<file path="config.mk">
export PLATFORM = sky130hd
export DESIGN_NAME = reg_bank
export DESIGN_NICKNAME = d
export VERILOG_FILES = /design/src/rtl/mips_pkg.sv /design/src/rtl/reg_read_port.sv /design/src/rtl/reg_bank.sv
export SDC_FILE = /design/constraint.sdc
export NUM_CORES = 2
export LEC_CHECK = 0
export CAP_MARGIN = 30
export CORE_ASPECT_RATIO = 1.4
export CORE_MARGIN = 4
export CORE_UTILIZATION = 40
export CTS_BUF_LIST = sky130_fd_sc_hd__clkbuf_8 sky130_fd_sc_hd__clkbuf_16
export DETAILED_ROUTE_END_ITERATION = 8
export PLACE_DENSITY_LB_ADDON = 0.2
export SETUP_SLACK_MARGIN = 0.15
export SLEW_MARGIN = 15
export SYNTH_ARGS = -nofsm -noshare
export SYNTH_HDL_FRONTEND = slang
export SYNTH_SLANG_ARGS = --single-unit
</file>
<file path="constraint.sdc">
create_clock -name i_clk -period 2.5 [get_ports i_clk]
set_input_delay 0.375 -clock i_clk [delete_from_list [all_inputs] [get_ports i_clk]]
set_output_delay 0.375 -clock i_clk [all_outputs]
set_load 0.02 [all_outputs]
</file>
<file path="src/rtl/mips_pkg.sv">
// Shared constants and types for the MIPS register file and its read ports.
package mips_pkg;

    localparam int DATA_WIDTH = 32'sd32;
    localparam int ADDR_WIDTH = 32'sd5;
    localparam int REG_COUNT  = int'(32'd1 << ADDR_WIDTH);

    typedef logic [ADDR_WIDTH-1:0] reg_idx_t;
    typedef logic [DATA_WIDTH-1:0] reg_word_t;

    localparam reg_idx_t ZERO_REG = {ADDR_WIDTH{1'b0}};

endpackage

</file>
<file path="src/rtl/reg_read_port.sv">
// Combinational register read with write-through bypass; index 0 always reads as zero.
module reg_read_port
    import mips_pkg::*;
(
    input  reg_word_t regs [REG_COUNT],
    input  reg_idx_t  addr,
    input  logic      wr_en,
    input  reg_idx_t  wr_addr,
    input  reg_word_t wr_data,
    output reg_word_t rd_data
);

    reg_word_t rd_data_s;

    // Zero register first, then an in-flight write, then stored contents.
    always_comb begin
        rd_data_s = {DATA_WIDTH{1'b0}};
        if (addr == ZERO_REG) begin
            rd_data_s = {DATA_WIDTH{1'b0}};
        end else if (wr_en && (wr_addr == addr)) begin
            rd_data_s = wr_data;
        end else begin
            rd_data_s = regs[addr];
        end
    end

    assign rd_data = rd_data_s;

endmodule

</file>
<file path="src/rtl/reg_bank.sv">
// MIPS 32x32 general-purpose register file: two combinational operand ports
// and a registered request/valid debug port, all sharing the same bypass rule.
module reg_bank
    import mips_pkg::*;
(
    input  logic                  i_clk,
    input  logic                  i_reset,
    input  logic [ADDR_WIDTH-1:0] i_rs_addr,
    input  logic [ADDR_WIDTH-1:0] i_rt_addr,
    output logic [DATA_WIDTH-1:0] o_rs_data,
    output logic [DATA_WIDTH-1:0] o_rt_data,
    input  logic                  i_wr_en,
    input  logic [ADDR_WIDTH-1:0] i_wr_addr,
    input  logic [DATA_WIDTH-1:0] i_wr_data,
    input  logic                  i_dbg_req,
    input  logic [ADDR_WIDTH-1:0] i_dbg_addr,
    output logic [DATA_WIDTH-1:0] o_dbg_data,
    output logic                  o_dbg_valid
);

    reg_word_t regs_r [REG_COUNT];
    reg_word_t dbg_rd_s;
    reg_word_t dbg_data_r;
    logic      dbg_valid_r;

    // Register storage; entry 0 is kept at zero so it never holds stale data.
    always_ff @(posedge i_clk) begin
        if (!i_reset) begin
            for (int i = 0; i < REG_COUNT; i++) begin
                regs_r[i] <= {DATA_WIDTH{1'b0}};
            end
        end else begin
            regs_r[0] <= {DATA_WIDTH{1'b0}};
            for (int i = 1; i < REG_COUNT; i++) begin
                if (i_wr_en && (i_wr_addr == reg_idx_t'(i))) begin
                    regs_r[i] <= i_wr_data;
                end
            end
        end
    end

    reg_read_port u_rs_port (
        .regs    (regs_r),
        .addr    (i_rs_addr),
        .wr_en   (i_wr_en),
        .wr_addr (i_wr_addr),
        .wr_data (i_wr_data),
        .rd_data (o_rs_data)
    );

    reg_read_port u_rt_port (
        .regs    (regs_r),
        .addr    (i_rt_addr),
        .wr_en   (i_wr_en),
        .wr_addr (i_wr_addr),
        .wr_data (i_wr_data),
        .rd_data (o_rt_data)
    );

    // The bypass makes the captured value equal to the post-edge register contents.
    reg_read_port u_dbg_port (
        .regs    (regs_r),
        .addr    (i_dbg_addr),
        .wr_en   (i_wr_en),
        .wr_addr (i_wr_addr),
        .wr_data (i_wr_data),
        .rd_data (dbg_rd_s)
    );

    // Debug response register: one valid cycle per accepted request, data holds otherwise.
    always_ff @(posedge i_clk) begin
        if (!i_reset) begin
            dbg_valid_r <= 1'b0;
            dbg_data_r  <= {DATA_WIDTH{1'b0}};
        end else if (i_dbg_req) begin
            dbg_valid_r <= 1'b1;
            dbg_data_r  <= dbg_rd_s;
        end else begin
            dbg_valid_r <= 1'b0;
        end
    end

    assign o_dbg_data  = dbg_data_r;
    assign o_dbg_valid = dbg_valid_r;

endmodule

</file>
==> out/qor.yml <==
finish:
  multiInputGateArea_um2: 37960
  fillers: 13428
  layout-drive-gt1-share_pct: 35.79
  nets: 7212
  regArea_um2: 20770
  final_cell_area_um2: 78030
  fin_cells: 9214
  area_growth_pct: 29.93
yosys:
  synth_area_leaders: "dfxtp_1, mux4_2, nand2_1"
  synthSimpleGateAreaFrac_pct: 15.84
  yosys_warnings: 0
  synth_top_family_by_area: "multiplexers"
  synth_top_area_share_pct: 34.17
  synthArstFlopShare_pct: 0
  synth_area_um2: 60060
  syn-instance-count: 6599
  synth_edf_count: 0
  yosys.area_share.adder_pct: 0
  synth.avg_cell_area_um2: 9.101
  yosysTopAreaCell: "dfxtp_1"
  synth.distinct_cells: 69
  syn-num-nets: 6655
  ys.flop_type: "dfxtp_1"
  synth_mux_area_share_pct: 28.84
  synth_compound_area_share_pct: 15.27
  synth-seq-cells: 1025
  ys_top_cells_by_count: "nand2_1, dfxtp_1, a21oi_1, mux4_2, clkbuf_1"
  synth_xor_area_share_pct: 0.2188
  ys_seq_area_share_pct: 34.17
  synthMostInstantiatedCell: "nand2_1"
critical_path:
  r2r_start: "regs_r[169]"
  crit_buf_inv: 4
  crit_chain: "mux4_2 -> mux2i_1 -> buf_4 -> a2111oi_2 -> buf_4 -> a22oi_2 -> nand2_2 -> buf_12 -> buf_6"
  cp.required_ns: 2.12
  critPathArrivalTime_ns: 2.78
  worstRegToRegCells: 8
  crit_top_cell: "buf_4"
  startpoint_type: "register"
  slowest_delay_ns: 0.45
  crit_type: "reg -> out"
  setup.worst_path.end_class: "output port"
  path_delay_family: "buffers and inverters"
  worstPathMaxFanout: 4
  slowest_stage: "mux4_2"
  reg2reg_to: "o_dbg_data[9]"
  r2r_slack_ns: 0.28
sta:
  fin_crit_sh_pct: 126.1
  finClkSkew_ns: 0.04202
  layout_min_cycle_time_ns: 3.152
  tightest_slew_ns: 0.8738
  rsz0062_at_grt: "yes"
  hold_viol_final: 0
  slew_headroom_pct: 41.61
  setup_viol: 64
  fin_ws_ns: -0.6521
  fmax_mhz: 317.3
  slew_viol_final: 0
global_route:
  grt_pass1_vias: 59335
  globalRouteOverflowTotal: 0
  grt_max_degree: 128
  grt_usage_pct: 40.75
  antenna_found_initial: 19
  grt_pass1_wl_um: 452700
worst_hold_path:
  hold_path.class: "in -> reg"
  holdPathEnd: "o_dbg_data[21]"
  hp-start: "i_dbg_addr[4]"
  holdPathStages: 4
placed_design:
  place.gp.congestion: 0.9924
  port-buffer-count: 152
  dpl-instance-area_um2: 71280
  place_inst: 8906
  hpwl_um: 222400
power:
  p_leak_nw: 27.21
  ir_worst_vdd_mv: 0.6058
  power.density_nw_per_um2: 518.0
clock_network:
  insertion_delay_ns: 0.82
  holdBufCountCts: 0
  clk_pin_slew_ns: 0.07
  clock-root-buffer: "clkbuf_16"
  numCtsBuffers: 108
  cts_tree: "done"
  clock_path_buffers: 3
  cts_sinks: 1025
  h-tree-depth: 3
detailed_routing:
  postRouteAntennaNets: 0
  wl_um: 326900
  wl_per_cell_um: 35.48
  drc_errors: 0
  vias: 62226
  drt_iter0_markers: 9456
  viasPerCell: 6.753
  first_pass_iters: 7
die:
  die-area_um2: 156500
  fp-row-count: 168
  die_w_um: 335.5
  io_pins: 153
  core_um2: 149500
  start_util_pct: 40.18
  die_h_um: 466.5
status:
  status: "finished with violations"
  violations: "setup timing"
run:
  cap_violations: 0
[where the power goes]
part           switching, W  internal [W]  leakage [nW]
Combinational       0.00383       0.00245          17.0
Clock               0.00777       0.00973          1.89
Sequential         0.000168        0.0165          8.37
[kinds of logic (layout without fill, tap and decap cells)]
group | after synthesis | count (layout)
other cells | 0 | 11
flops | 1025 | 1025
mux | 878 | 878
simple gates | 2404 | 2404
xor+xnor | 15 | 15
buf+inv | 743 | 1392
compound gates | 1534 | 1534
[worst max path at each step]
stage / start / end / slack [ns] / cells after the start
CTS: regs_r[411] / o_rt_data[27] / -0.61 / 9
detailed placement: i_wr_addr[4] / o_rs_data[31] / -1.09 / 8
global route: regs_r[379] / o_rt_data[27] / -0.67 / 9
global placement: i_wr_addr[4] / o_rs_data[31] / -1.13 / 8
finish: regs_r[379] / o_rt_data[27] / -0.65 / 9
floorplan: i_rs_addr[0] / o_rs_data[22] / 0.14 / 6
[cell usage in the layout, fill, tap and decap left out, types with 92 or more instances in the layout]
master and instances:
dfxtp_1 827, mux4_2 663, mux2_2 115, dfxtp_2 196
buf_4 722, clkbuf_16 111, a21oi_1 1005, buf_12 263
a22oi_1 92, buf_6 99, nand2_1 2066
[state kept, by name, indices dropped and copies added (netlist names)]
name         flops
o_dbg_valid      1
o_dbg_data      32
regs_r         992
[routing by layer]
layer | share of wire (%) | up-vias | track usage, %
li1 | - | 25035 | -
met1 | 34 | 30431 | 48.10
met2 | 43 | 5183 | 60.54
met3 | 13 | 1563 | 12.73
met4 | 10 | 14 | 33.93
met5 | 0.060 | - | 0.8634
[area by class of cell]
type | instances | share of cell area (%)
diodes | 11 | 0.03528
clock inverters | 63 | 0.7344
repair buffers | 1181 | 16.72
inverters | 9 | 0.05773
flip-flops and latches | 1025 | 26.62
well taps | 1955 | 3.135
multi-input cells | 4831 | 48.64
clock buffers | 139 | 4.054
[through the flow]
stage | hold slack, ns | TNS (ns) | util, % | worst slack [ns] | total power (W)
2_1_floorplan | 0.4513 | 0 | - | 0.1361 | 0.01972
3_3_place_gp | 0.4591 | -89.26 | 47.67 | -1.127 | 0.02265
3_5_place_dp | 0.4691 | -89.31 | 47.69 | -1.087 | 0.02267
4_1_cts | 0.2102 | -22.17 | 51.89 | -0.6105 | 0.04011
5_1_grt | 0.2270 | -25.82 | 52.19 | -0.6672 | 0.04112
6_report | 0.2530 | -23.55 | 52.21 | -0.6521 | 0.04042
[tightest hold or removal path: cells and delay by family]
family	cells	cell delay, ns
buf+inv	2	0.44
simple gates	2	0.17
[repair_timing]
action                                  in CTS  in global routing
setup buffers                               84                  6
pin swaps                                  133                 40
gates resized for setup                    572                114
endpoints found under the setup margin      74                 68
cloned                                       5                  0
Power figures use the tool's default switching activity.
